<file path="src/rtl/dec_scan_n_if.sv">
// Bus bundle for dec_scan_n: control/select inputs and registered decode outputs.
interface dec_scan_n_if #(
  parameter int SEL_W   = 2,
  parameter int DWELL_W = 4
);
  localparam int NOUT = 1 << SEL_W;

  logic               en;
  logic               mode;
  logic [SEL_W-1:0]   sel;
  logic [DWELL_W-1:0] dwell;
  logic [NOUT-1:0]    y;
  logic [SEL_W-1:0]   cur_idx;
  logic               wrap;

  modport master (output en, mode, sel, dwell, input y, cur_idx, wrap);
  modport slave  (input en, mode, sel, dwell, output y, cur_idx, wrap);
endinterface

</file>
<file path="src/rtl/dec_scan_n.sv">
// Registered N-to-2^N decoder with selectable polarity, enable, and an
// auto-scan mode that walks the outputs with a programmable dwell.
module dec_scan_n #(
  parameter int SEL_W      = 2,
  parameter int ACTIVE_LOW = 1,
  parameter int DWELL_W    = 4
) (
  input  logic        clk,
  input  logic        rst,
  dec_scan_n_if.slave bus
);
  localparam int NOUT = 1 << SEL_W;
  localparam logic POL = (ACTIVE_LOW != 0);
  localparam logic [NOUT-1:0] INACT = {NOUT{POL}};
  localparam logic [NOUT-1:0] ON0   = INACT ^ NOUT'(1);

  typedef enum logic [1:0] {S_OFF, S_DIRECT, S_SCAN} state_t;

  state_t             state_q;
  logic [SEL_W-1:0]   idx_q;
  logic [SEL_W-1:0]   idx_inc;
  logic [DWELL_W-1:0] cnt_q;
  logic [NOUT-1:0]    y_q;
  logic [NOUT-1:0]    dec_sel;
  logic [NOUT-1:0]    dec_inc;
  logic               wrap_q;

  // SEL_W-bit add wraps NOUT-1 -> 0 for free.
  assign idx_inc = idx_q + 1'b1;

  for (genvar g = 0; g < NOUT; g++) begin : g_dec
    assign dec_sel[g] = (bus.sel == SEL_W'(g)) ^ POL;
    assign dec_inc[g] = (idx_inc == SEL_W'(g)) ^ POL;
  end

  always_ff @(posedge clk) begin
    if (rst) begin
      state_q <= S_OFF;
      y_q     <= INACT;
      idx_q   <= '0;
      cnt_q   <= '0;
      wrap_q  <= 1'b0;
    end else begin
      wrap_q <= 1'b0;
      if (!bus.en) begin
        state_q <= S_OFF;
        y_q     <= INACT;
        cnt_q   <= '0;
      end else if (!bus.mode) begin
        state_q <= S_DIRECT;
        y_q     <= dec_sel;
        idx_q   <= bus.sel;
        cnt_q   <= '0;
      end else if (state_q != S_SCAN) begin
        state_q <= S_SCAN;
        y_q     <= ON0;
        idx_q   <= '0;
        cnt_q   <= '0;
      end else if (cnt_q >= bus.dwell) begin
        // >= rather than == so a live dwell drop below cnt advances at once
        cnt_q  <= '0;
        idx_q  <= idx_inc;
        y_q    <= dec_inc;
        wrap_q <= &idx_q;
      end else begin
        cnt_q <= cnt_q + 1'b1;
      end
    end
  end

  assign bus.y       = y_q;
  assign bus.cur_idx = idx_q;
  assign bus.wrap    = wrap_q;
endmodule

</file>
<file path="src/flat_wrapper.sv">
// flat-port wrapper written by rule: the top's interface ports become plain ports
module dec_scan_n_flat 
#(
  parameter int SEL_W      = 2,
  parameter int ACTIVE_LOW = 1,
  parameter int DWELL_W    = 4
)
  (clk, rst, bus_en, bus_mode, bus_sel, bus_dwell, bus_y, bus_cur_idx, bus_wrap);
  dec_scan_n_if #(.SEL_W(SEL_W), .DWELL_W(DWELL_W)) bus_i ();
  input  logic clk;
  input  logic rst;
  input wire logic [$bits(bus_i.en)-1:0] bus_en;
  input wire logic [$bits(bus_i.mode)-1:0] bus_mode;
  input wire logic [$bits(bus_i.sel)-1:0] bus_sel;
  input wire logic [$bits(bus_i.dwell)-1:0] bus_dwell;
  output wire logic [$bits(bus_i.y)-1:0] bus_y;
  output wire logic [$bits(bus_i.cur_idx)-1:0] bus_cur_idx;
  output wire logic [$bits(bus_i.wrap)-1:0] bus_wrap;
  assign bus_i.en = bus_en;
  assign bus_i.mode = bus_mode;
  assign bus_i.sel = bus_sel;
  assign bus_i.dwell = bus_dwell;
  assign bus_y = bus_i.y;
  assign bus_cur_idx = bus_i.cur_idx;
  assign bus_wrap = bus_i.wrap;
  dec_scan_n #(.SEL_W(SEL_W), .ACTIVE_LOW(ACTIVE_LOW), .DWELL_W(DWELL_W)) u_core (.clk(clk), .rst(rst), .bus(bus_i));
endmodule
</file>
<file path="config.mk">
export PLATFORM = sky130hd
export DESIGN_NAME = dec_scan_n_flat
export DESIGN_NICKNAME = d
export VERILOG_FILES = /design/src/rtl/dec_scan_n_if.sv /design/src/rtl/dec_scan_n.sv /design/src/flat_wrapper.sv
export SDC_FILE = /design/constraint.sdc
export NUM_CORES = 1
export LEC_CHECK = 0
export BUFFER_PORTS_ARGS = -buffer_cell sky130_fd_sc_hd__buf_4
export CORE_MARGIN = 5
export CORE_UTILIZATION = 25
export CTS_BUF_LIST = sky130_fd_sc_hd__clkbuf_16
export CTS_CLUSTER_DIAMETER = 50
export DETAILED_ROUTE_END_ITERATION = 10
export HOLD_SLACK_MARGIN = 0.08
export PLACE_DENSITY = 0.53
export SLEW_MARGIN = 10
export SYNTH_ARGS = -nofsm -noshare
export SYNTH_HDL_FRONTEND = slang
export SYNTH_SLANG_ARGS = --single-unit
</file>
<file path="constraint.sdc">
create_clock -name clk -period 1.5 [get_ports clk]
set_clock_uncertainty 0.2 [all_clocks]
set_input_delay 0.075 -clock clk [delete_from_list [all_inputs] [get_ports clk]]
set_output_delay 0.075 -clock clk [all_outputs]
set_load 0.02 [all_outputs]
</file>
[Yosys cells after proc, flatten, opt, wreduce, memory -nomap -nowiden]
Cells that the tools add are included.
Word-level totals
  register bits: 13
  output and inout port bits: 7
Cells by class
  $add $sub $neg: 2
  order comparisons: 1
  equal/unequal tests: 9
  muxes and demuxes: 8
  bitwise gates (word level): 11
  reductions and logical operators: 8
Operator list (count)
  $mux W4: 3
  $not A1 Y1: 11
  $reduce_or A5 Y1: 2
  $eq A2 B2 Y1 const B: 4
  $mux W2: 3
  $add A4 B1 Y4 const B: 1
  $eq A2 B1 Y1 const B: 2
  $ge A4 B4 Y1: 1
  $logic_not A2 Y1: 2
  $reduce_and A2 Y1: 2
  $ne A3 B1 Y1 const B: 1
  $reduce_or A3 Y1: 1
  $add A2 B1 Y2 const B: 1
  $mux W1: 2
  $ne A2 B1 Y1 const B: 1
  $ne A2 B2 Y1 const B: 1
  $reduce_or A2 Y1: 1

[Longest topological paths before layout]
Gate-level depths: netlist (run 1).
  depth in word-level cells: 6
  gate-level depth with buffers: 6

[Worst setup path after synthesis (run 1)]
Ideal clock, no wire load.
  kind: register to register
  start: reg u_core.cnt_q[0]
  end: reg u_core.idx_q[0] (netlist: u_core.bus.cur_idx[0])
  library setup time: 79 ps
  arrival time: 1371 ps
  required time: 1221 ps
  setup slack: -150 ps
  stages on the path, launching flop included: 7
  path buffers: 0
  clock period less this slack: 1650 ps
  cells stage by stage: dfxtp_1 > inv_1 > ha_1 > nor3b_4 > o21a_4 > a211oi_2 > a211oi_2
On the way
  word-level cells in the longest chain between the ends: 3
Ends and longest elaborated chain
  start, declared: line dec_scan_n.sv:22  | logic [DWELL_W-1:0] cnt_q;
  start signal, assigned: line dec_scan_n.sv:66  | cnt_q <= cnt_q + 1'b1;
  $ge A4 B4 Y1: line dec_scan_n.sv:59  | end else if (cnt_q >= bus.dwell) begin
  $ne A3 B1 Y1 (no source line)
  $reduce_and A2 Y1 (no source line)
  end signal, assigned: line dec_scan_n.sv:52  | idx_q <= bus.sel;
  end signal, assigned: line dec_scan_n.sv:62  | idx_q <= idx_inc;
  end, declared: line dec_scan_n.sv:20  | logic [SEL_W-1:0] idx_q;
Every way passes these cells.
A chain may end at the register's enable or synchronous reset.

[Worst setup path in the final report (run 1)]
  start: reg u_core.cnt_q[3]
  end: reg u_core.idx_q[1] (netlist: u_core.bus.cur_idx[1])
The elaborated chain is that of the path after synthesis.

==> flow_summary.json, run 1 <==
{
  "vdd_drop_max_mv": 0.3384,
  "vias": 679,
  "drc": 0,
  "place_ws_ps": -70.11,
  "min_from": "bus_mode",
  "worst_path_largest_cell_delay_ps": 330,
  "netlist_area_um2": 742.0,
  "numCtsBuffers": 3,
  "relSlewSlack": 0.7554,
  "grt.overflow.total": 0,
  "clockBufferDepth": 2,
  "crit_slowest_cell": "dfxtp_2",
  "p_clk_frac": 0.489,
  "pin_count": 17,
  "p_sw_frac": 0.2181,
  "antenna_left": 0,
  "root_buffer": "clkbuf_16",
  "synthArstFlopShare": 0,
  "layout-drive-gt1-share": 0.4273,
  "grt_use_total": 0.08842,
  "die_x_um": 64.48,
  "drtIter0Drc": 13,
  "leakage_uw": 0.0004843,
  "crit_type": "reg2reg",
  "p_total_uw": 997.1,
  "whs_ps": 122.9,
  "nets": 130,
  "syn-num-nets": 99,
  "n_fill_cell": 292,
  "startpoint": "u_core.cnt_q[3]$_SDFF_PP0_",
  "core_region_area_mm2": 0.002805,
  "p_switching_uw": 217.5,
  "drt_first_pass_iters": 4,
  "reg2reg_from": "u_core.cnt_q[3]$_SDFF_PP0_",
  "globalRouteMet1Util": 0.1055,
  "p_per_area_mw_per_mm2": 865.3,
  "n_antenna_cell": 0,
  "finalCritPeriodShare": 1.052,
  "setup_ws_ps": -78.52,
  "cap_violations": 0,
  "crit_chain": "ha_4, o211ai_2, o21a_4, o31ai_1, a21oi_1",
  "clock_latency_ps": 240,
  "cts_sinks": 13,
  "worstMarginPinSlew_ps": 366.9,
  "pwr-share-comb": 0.147,
  "final_cell_mix": "21 x buf_4, 9 x inv_1, 9 x dfxtp_1, 8 x nand3_1, 6 x ha_1",
  "p_int_uw": 779.7,
  "synth_top_area_frac": 0.3508,
  "detail_route.wl_per_cell_um": 12.38,
  "post_cts_buffers": 0,
  "max_freq_mhz": 633.5,
  "syn_inst": 80,
  "min_period_ps": 1579,
  "hold_viol": 0,
  "busiest_layer": "met2",
  "layout_commonest_cell": "buf_4",
  "dp_cells": 132,
  "path_clk_slew_ps": 40,
  "rsz0062_at_grt": "yes",
  "failed_checks": "negative setup slack",
  "dieHeight_um": 64.48,
  "met2_usage": 0.1482,
  "post-dp-hpwl_mm": 1.344,
  "cts_max_level": 1,
  "yosysWarnings": 0,
  "setup_viol": 10,
  "hp-class": "in2reg",
  "start_util": 0.2645,
  "arrival_ps": 1500,
  "grt_max_degree": 11,
  "area_growth_pct": 55.31,
  "synth_edf_count": 0,
  "synth-seq-cells": 13,
  "sequentialPowerShare": 0.364,
  "ys_types": 27,
  "status": "finished with violations",
  "synthFlopType": "dfxtp_1",
  "grt_use_met3": 0.02936,
  "final-max-slew-violation-count": 0,
  "cts_tree": "yes",
  "io_buffers": 16,
  "grt_pass1_vias": 679,
  "grt_pass1_wl_mm": 2.939,
  "totalWireLength_mm": 1.745,
  "synth.avg_cell_area_um2": 9.275,
  "worstSetupStartpointType": "register",
  "synth.top_cells.by_area": "dfxtp_1 35%, ha_1 15%, nand3_1 5.4%",
  "gp_congestion": 0.8726,
  "ys_seq_area_frac": 0.3508,
  "final_cells": 141,
  "die_area_mm2": 0.004157,
  "antenna_found_initial": 0,
  "crit_path_end_kind": "register",
  "std_cell_rows": 19,
  "cp.required_ps": 1420,
  "vias_per_cell": 4.816,
  "synth_top_cell_by_area": "dfxtp_1",
  "crit_path_max_fanout": 8,
  "setup_tns_ps": -501.1
}
[area by class of cell]
type                       count  area (µm²)  share of cell area
inverter                       9       33.78             0.02932
tap                           31       38.79             0.03366
multi-input combinational     57       508.0              0.4408
clock inverter                 1       3.754            0.003257
timing repair buffer          27       227.7              0.1976
sequential                    13       265.3              0.2302
clock buffer                   3       75.07             0.06515
[critical path: cells and delay by family (launching register included)]
kind | cells | cell delay, ps
AO/OA/AOI/OAI | 4 | 660
adder cells (fa/ha/maj) | 1 | 270
flip-flops | 1 | 330
[metrics by stage]
step,instance area [µm²],util
after floorplan,788.3,-
after global placement,993.5,0.3541
after detailed placement,993.5,0.3541
after CTS,1122,0.4001
after global routing,1152,0.4108
final,1152,0.4108
[power by group through the flow]
| stage | registers, µW | clock network [µW] | logic, µW |
|---|---|---|---|
| 6_report | 363 | 488 | 146 |
| 3_3_place_gp | 368 | 0 | 134 |
| 3_5_place_dp | 369 | 0 | 133 |
| 2_1_floorplan | 379 | 0 | 66.6 |
| 4_1_cts | 362 | 504 | 143 |
| 5_1_grt | 364 | 529 | 162 |
[registers in the layout, summed over array words and instances, names as in the netlist]
| name | flops |
|---|---|
| u_core.bus.wrap | 1 |
| u_core.cnt_q | 4 |
| u_core.bus.cur_idx | 2 |
| u_core.bus.y | 4 |
| u_core.state_q | 2 |
[repair_timing]
item	in CTS	in global routing
pin swaps	2	0
gates resized for setup	0	6
hold buffers	5	0
setup endpoints to repair	10	10
hold endpoints to repair	11	0
[routing by layer]
metal / wire length, µm / part of all wire
met3: 120 / 0.069
met1: 822 / 0.47
met2: 791 / 0.45
met4: 10 / 0.0057
met5: 0 / 0
[path summary, 6_finish.rpt]
path	to	slack (ps)	cells after the start
max	u_core.bus.cur_idx[1]$_SDFFE_PP0P_	-80	5
max reg2reg	u_core.bus.cur_idx[1]$_SDFFE_PP0P_	-80	5
min	u_core.bus.y[1]$_SDFFE_PP1P_	120	4
min reg2reg	u_core.bus.y[3]$_SDFFE_PP1P_	280	2
[cell usage after synthesis, types with 2 or more instances]
| master | instances |
|---|---|
| dfxtp_1 | 13 |
| ha_1 | 9 |
| inv_1 | 9 |
| nand3_1 | 8 |
| nor2_1 | 5 |
| nor3_1 | 5 |
| a21oi_1 | 3 |
| nand2_1 | 3 |
| nand2b_1 | 3 |
| o21ai_1 | 3 |
| a211oi_2 | 2 |
| o221ai_1 | 2 |
[kinds of logic after synthesis]
kind of cell             count (synthesis)  synth area share
AND/OR/NAND/NOR                         28            0.2209
AO/OA/AOI/OAI                           18            0.1922
flip-flops                              13            0.3508
buffers and inverters                   10           0.06070
adder cells (fa/ha/maj)                  9            0.1518
XOR/XNOR                                 2           0.02361
(Power assumes the default switching activity.)
==> run 2, diff against run 1 <==
--- a/config.mk
+++ b/config.mk
@@ -5,14 +5,15 @@
 export SDC_FILE = /design/constraint.sdc
 export NUM_CORES = 1
 export LEC_CHECK = 0
+export ABC_AREA = 1
 export BUFFER_PORTS_ARGS = -buffer_cell sky130_fd_sc_hd__buf_4
 export CORE_MARGIN = 5
-export CORE_UTILIZATION = 25
+export CORE_UTILIZATION = 46
 export CTS_BUF_LIST = sky130_fd_sc_hd__clkbuf_16
 export CTS_CLUSTER_DIAMETER = 50
 export DETAILED_ROUTE_END_ITERATION = 10
 export HOLD_SLACK_MARGIN = 0.08
-export PLACE_DENSITY = 0.53
+export PLACE_DENSITY = 0.8
 export SLEW_MARGIN = 10
 export SYNTH_ARGS = -nofsm -noshare
 export SYNTH_HDL_FRONTEND = slang
==> run 2 against run 1 <==
  * The run still ends with negative setup slack left
  * Clock power about the same
  * Die area decreased by 38%
  * Register-to-register slack got worse by 30 ps
  * Sequential power about the same
  * Highest routed layer unchanged
==> flow_summary.json, run 2 <==
{
  "cts_sinks": 13,
  "crit_path_max_fanout": 7,
  "std_cell_rows": 14,
  "crit_path_end_kind": "register",
  "final-max-slew-violation-count": 0,
  "crit_top_cell": "nand2_2",
  "ys_types": 22,
  "numCtsBuffers": 3,
  "crit_type": "reg2reg",
  "worstMarginPinSlew_ps": 166.2,
  "start_util": 0.5000,
  "syn_inst": 96,
  "rsz0062_at_grt": "yes",
  "cap_violations": 0,
  "placed_area_um2": 977.2,
  "crit_slowest_cell": "dfxtp_2",
  "crit_chain": "ha_4, nand2_2, nand2_2, nand2_4, nand4_4, or2_4, nor2_2",
  "relSlewSlack": 0.8884,
  "netlist_area_um2": 770.7,
  "drtIter0Drc": 5,
  "grt_pass1_vias": 741,
  "core_region_area_mm2": 0.001541,
  "cp.required_ps": 1470,
  "fin_area_mm2": 0.001220,
  "grt_max_degree": 9,
  "cts_tree": "yes",
  "r2r_slack_ps": -100,
  "synth.top_cells.by_count": "22 x inv_1, 18 x nand2_1, 13 x dfxtp_1",
  "hold_viol": 0,
  "min_period_ps": 1604,
  "finalCritPeriodShare": 1.069,
  "yosysMostFrequentCell": "inv_1",
  "vias": 720,
  "post-dp-hpwl_mm": 1.300,
  "cts_max_level": 1,
  "grt_pass1_wl_mm": 3.215,
  "area_growth_pct": 58.28,
  "path_clk_slew_ps": 50,
  "layout_commonest_cell": "buf_4",
  "vdd_drop_max_mv": 0.7941,
  "synth_top_cell_by_area": "dfxtp_1",
  "synth_edf_count": 0,
  "synthFlopType": "dfxtp_1",
  "hp-class": "in2reg",
  "totalWireLength_mm": 1.831,
  "yosysWarnings": 0,
  "setup_viol": 8,
  "die_area_mm2": 0.002594,
  "grt_use_total": 0.1577,
  "gp_congestion": 0.8685,
  "synth.avg_cell_area_um2": 8.029,
  "antenna_left": 0,
  "drc": 0,
  "arrival_ps": 1570,
  "root_buffer": "clkbuf_16",
  "path_delay_family": "simple AND/OR/NAND/NOR gates",
  "clockBufferDepth": 2,
  "ys_seq_area_frac": 0.3377,
  "synthArstFlopShare": 0,
  "status": "finished with violations",
  "antenna_found_initial": 0,
  "pin_count": 17,
  "max_freq_mhz": 623.6,
  "worst_path_largest_cell_delay_ps": 330,
  "die_x_um": 50.94,
  "worstSetupStartpointType": "register",
  "final_cell_mix": "26 x buf_4, 21 x inv_1, 13 x nand2_1, 8 x nor2_1",
  "synth.top_cells.by_area": "dfxtp_1 34%, ha_1 15%, inv_1 11%",
  "vias_per_cell": 4.865,
  "syn-num-nets": 115,
  "clock_latency_ps": 240,
  "layout-drive-gt1-share": 0.4470,
  "io_buffers": 16,
  "grt.overflow.total": 0,
  "n_antenna_cell": 0,
  "detail_route.wl_per_cell_um": 12.37,
  "setup_ws_ps": -103.6,
  "place_ws_ps": -164.3,
  "drt_first_pass_iters": 4,
  "dieHeight_um": 50.94,
  "synth_top_area_frac": 0.3377,
  "p_per_area_mw_per_mm2": 827.7,
  "synth-seq-cells": 13,
  "nets": 152,
  "failed_checks": "negative setup slack",
  "crit_buf_inv": 0,
  "leakage_uw": 0.0006495
}
-- run 2: changes by cell type in the layout (fill, tap and decap cells not counted), moves of 5 or more --
cell	before	now
buf_4	21	26
inv_1	9	21
nand2_1	3	13
nand3_1	8	2
-- run 2: area by class of cell --
class	count	area [µm²]
flip-flops and latches	13	267.8
multi-input cells	59	498.0
repair buffers	33	265.3
fillers	108	321.6
inverters	23	90.09
well taps	16	20.02
clock inverters	1	3.754
clock buffers	3	75.07
-- run 2: kinds of logic after synthesis --
family | count (synthesis) | share of synthesized area
AOI/OAI and AO/OA | 11 | 0.1185
DFF | 13 | 0.3377
and+or+nand+nor | 37 | 0.2468
xor gates and xnor gates | 2 | 0.02273
buffers and inverters | 24 | 0.1282
adders and majority gates | 9 | 0.1461
-- run 2: timing repair --
| item | 4_1_cts | 5_1_grt |
|---|---|---|
| hold buffers | 7 | 0 |
| pin swaps | 5 | 8 |
| setup buffers | 2 | 1 |
| gates resized for setup | 9 | 7 |
| hold endpoints to repair | 8 | 0 |
| endpoints found under the setup margin | 10 | 11 |
-- run 2: worst paths after layout --
path	startpoint	to	depth (start not counted)
min reg2reg	u_core.bus.y[3]$_SDFFE_PP1P_	u_core.bus.y[3]$_SDFFE_PP1P_	2
max	u_core.cnt_q[1]$_SDFF_PP0_	u_core.cnt_q[2]$_SDFF_PP0_	7
min	bus_mode	u_core.bus.y[3]$_SDFFE_PP1P_	5
max reg2reg	u_core.cnt_q[1]$_SDFF_PP0_	u_core.cnt_q[2]$_SDFF_PP0_	7
-- run 2: power by group --
| part | internal, µW | switching (µW) |
|---|---|---|
| Clock | 351 | 139 |
| Sequential | 357 | 6.91 |
| Combinational | 76.5 | 79.5 |
| Total | 785 | 225 |
-- run 2: per-stage QoR --
| step | util | total power (µW) | instances | hold WS (ps) | setup TNS (ps) |
|---|---|---|---|---|---|
| 2_1_floorplan | - | 443.5 | 96 | -52.62 | 0 |
| 3_3_place_gp | 0.6339 | 491.6 | 134 | 76.81 | -735.1 |
| 5_1_grt | 0.7914 | 1053 | 148 | 175.2 | -1181 |
| 3_5_place_dp | 0.6339 | 495.2 | 134 | 76.05 | -1069 |
| 4_1_cts | 0.7687 | 1004 | 147 | 117.2 | -418.4 |
| 6_report | 0.7914 | 1010 | 148 | 120.3 | -488.8 |
-- run 2: routing by layer --
| metal | global-route usage | vias up | routed length (µm) |
|---|---|---|---|
| li1 | - | 367 | - |
| met1 | 0.1793 | 338 | 707 |
| met2 | 0.2893 | 13 | 1022 |
| met3 | 0.03198 | 2 | 84 |
| met4 | 0.05106 | 0 | 16 |
| met5 | 0 | - | 0 |
-- run 2: worst register-to-register path: stages (launching register included) --
cell and delay [ps]:
dfxtp_2 330, ha_4 220, nand2_2 70, nand2_2 60, nand2_4 80, nand4_4 150, or2_4 320, nor2_2 110
==> run 3, diff against run 2 <==
--- a/config.mk
+++ b/config.mk
@@ -5,7 +5,6 @@
 export SDC_FILE = /design/constraint.sdc
 export NUM_CORES = 1
 export LEC_CHECK = 0
-export ABC_AREA = 1
 export BUFFER_PORTS_ARGS = -buffer_cell sky130_fd_sc_hd__buf_4
 export CORE_MARGIN = 5
 export CORE_UTILIZATION = 46
==> run 3 against run 2 <==
  * The flow still finishes with violations (negative setup slack)
  * Core utilization decreased by 1.6 points
  * Global-route usage increased by 0.41 points
  * Sequential cell count did not move
  * Register-to-register slack gained 30 ps
  * First-iteration DRC count is 100% higher
  * Via count fell by 1.1%
  * Worst hold slack worse by 33 ps
  * Largest cell class unchanged
  * Largest power group unchanged
==> flow_summary.json, run 3 (synthesis gave the netlist of run 1 again) <==
{
  "status": "finished with violations",
  "failed_checks": "negative setup slack",
  "min_period_ps": 1574,
  "core_region_area_mm2": 0.001524,
  "vias_per_cell": 5.606,
  "layout_commonest_cell": "buf_4",
  "totalWireLength_mm": 1.842,
  "drtIter0Drc": 10,
  "n_antenna_cell": 0,
  "crit_path_end_kind": "register",
  "cts_tree": "yes",
  "whs_ps": 86.84,
  "worstMarginPinSlew_ps": 372.9,
  "finalCritPeriodShare": 1.049,
  "vias": 712,
  "die_area_mm2": 0.002516,
  "worst_path_largest_cell_delay_ps": 320,
  "grt.overflow.total": 0,
  "min_path_cells": 4,
  "grt_pass1_vias": 750,
  "leakage_uw": 0.0004909,
  "final-max-slew-violation-count": 0,
  "drt_first_pass_iters": 4,
  "clockBufferDepth": 2,
  "clock_latency_ps": 240,
  "root_buffer": "clkbuf_16",
  "numCtsBuffers": 3,
  "reg2reg_to": "u_core.cnt_q[0]$_SDFF_PP0_",
  "grt_use_met3": 0.04438,
  "reg2reg_from": "u_core.cnt_q[0]$_SDFF_PP0_",
  "setup_ws_ps": -73.74,
  "final_cell_mix": "22 x buf_4, 9 x inv_1, 9 x dfxtp_1, 8 x nand3_1, 6 x dlygate4sd3_1",
  "area_growth_pct": 59.19,
  "reg2regPathDepth": 6,
  "cp.required_ps": 1460,
  "antenna_left": 0,
  "drc": 0,
  "arrival_ps": 1530,
  "start_util": 0.4869,
  "nets": 131,
  "pin_count": 17,
  "path_clk_slew_ps": 40,
  "dieHeight_um": 50.16,
  "io_buffers": 16,
  "globalRouteMet1Util": 0.1851,
  "grt_pass1_wl_mm": 3.160,
  "crit_type": "reg2reg",
  "worstSetupStartpointType": "register",
  "hp-class": "in2reg",
  "hold_path_end": "u_core.bus.y[1]$_SDFFE_PP1P_",
  "post-dp-hpwl_mm": 1.338,
  "layout-drive-gt1-share": 0.4685,
  "min_from": "bus_mode",
  "fin_area_mm2": 0.001181,
  "gp_congestion": 0.8671,
  "cts_max_level": 1,
  "cap_violations": 0,
  "rsz0062_at_grt": "yes",
  "crit_buf_inv": 1,
  "setup_viol": 9,
  "antenna_found_initial": 0,
  "max_freq_mhz": 635.4,
  "grt_max_degree": 9,
  "detail_route.wl_per_cell_um": 14.50,
  "std_cell_rows": 14,
  "hold_viol": 0,
  "p_per_area_mw_per_mm2": 857.4,
  "cts_sinks": 13,
  "met2_usage": 0.2615,
  "relSlewSlack": 0.7514,
  "vdd_drop_max_mv": 0.7833,
  "crit_path_max_fanout": 8,
  "grt_use_total": 0.1618,
  "r2r_slack_ps": -70,
  "die_x_um": 50.16,
  "crit_slowest_cell": "dfxtp_2",
  "path_delay_family": "simple AND/OR/NAND/NOR gates",
  "placed_area_um2": 962.2,
  "post_cts_buffers": 0,
  "busiest_layer": "met2",
  "crit_chain": "inv_2, ha_4, nor3b_4, o21a_4, nand2_4, nor3_2"
}
## run 3: changes by cell type in the layout (fill, tap and decap cells not counted), moves of 3 or more
cell and change:
o211ai_1 -3, nor2_2 -3, nor3_2 +3, nand2b_1 +3, inv_1 -12, buf_4 -4
nand2_1 -10, nor2_1 -3, nand3_1 +6
## run 3: how the worst max path moves through the flow
stage	cells after the start	start	end	slack, ps
after global placement	5	u_core.cnt_q[1]$_SDFF_PP0_	u_core.cnt_q[3]$_SDFF_PP0_	-60
after global routing	6	u_core.cnt_q[0]$_SDFF_PP0_	u_core.cnt_q[0]$_SDFF_PP0_	-160
after CTS	6	u_core.cnt_q[0]$_SDFF_PP0_	u_core.bus.y[1]$_SDFFE_PP1P_	-50
final	6	u_core.cnt_q[0]$_SDFF_PP0_	u_core.cnt_q[0]$_SDFF_PP0_	-70
after floorplan	5	u_core.cnt_q[3]$_SDFF_PP0_	u_core.bus.cur_idx[0]$_SDFFE_PP0P_	2
after detailed placement	5	u_core.cnt_q[3]$_SDFF_PP0_	u_core.bus.cur_idx[0]$_SDFFE_PP0P_	-60
## run 3: metal layers
| layer | wire length, µm | part of all wire |
|---|---|---|
| met1 | 753 | 0.41 |
| met2 | 891 | 0.48 |
| met3 | 114 | 0.062 |
| met4 | 82 | 0.045 |
| met5 | 0 | 0 |
## run 3: area by class of cell
| type | count | area, µm² |
|---|---|---|
| fillers | 99 | 342.8 |
| flip-flops and latches | 13 | 265.3 |
| well taps | 16 | 20.02 |
| multi-input cells | 57 | 558.0 |
| inverters | 9 | 33.78 |
| repair buffers | 28 | 225.2 |
| clock buffers | 3 | 75.07 |
| clock inverters | 1 | 3.754 |
## run 3: per-stage QoR
step	TNS, ps	worst slack [ps]	cells	utilization	power, µW
after detailed placement	-328.5	-60.17	117	0.6314	499.8
after global routing	-1236	-155.8	127	0.7750	1058
after CTS	-317.6	-53.50	127	0.7521	1010
final	-417.3	-73.74	127	0.7750	1013
after global placement	-173.8	-59.57	117	0.6314	496.1
after floorplan	0	2.373	80	-	445.2
## run 3: power by group
group	switching, µW	internal, µW
clock network	137	350
registers	5.90	357
logic	83.0	79.5
## run 3: repair_timing
item                                    in CTS  in global routing
pin swaps                                    6                  3
hold buffers                                 6                  0
resized for setup                            7                  7
hold endpoints to repair                     9                  0
endpoints found under the setup margin      10                 10
## run 3: worst min-delay path, cell delays in order
cell and delay (ps):
buf_4 110, nand2b_1 130, o221ai_2 100, nand3_1 80
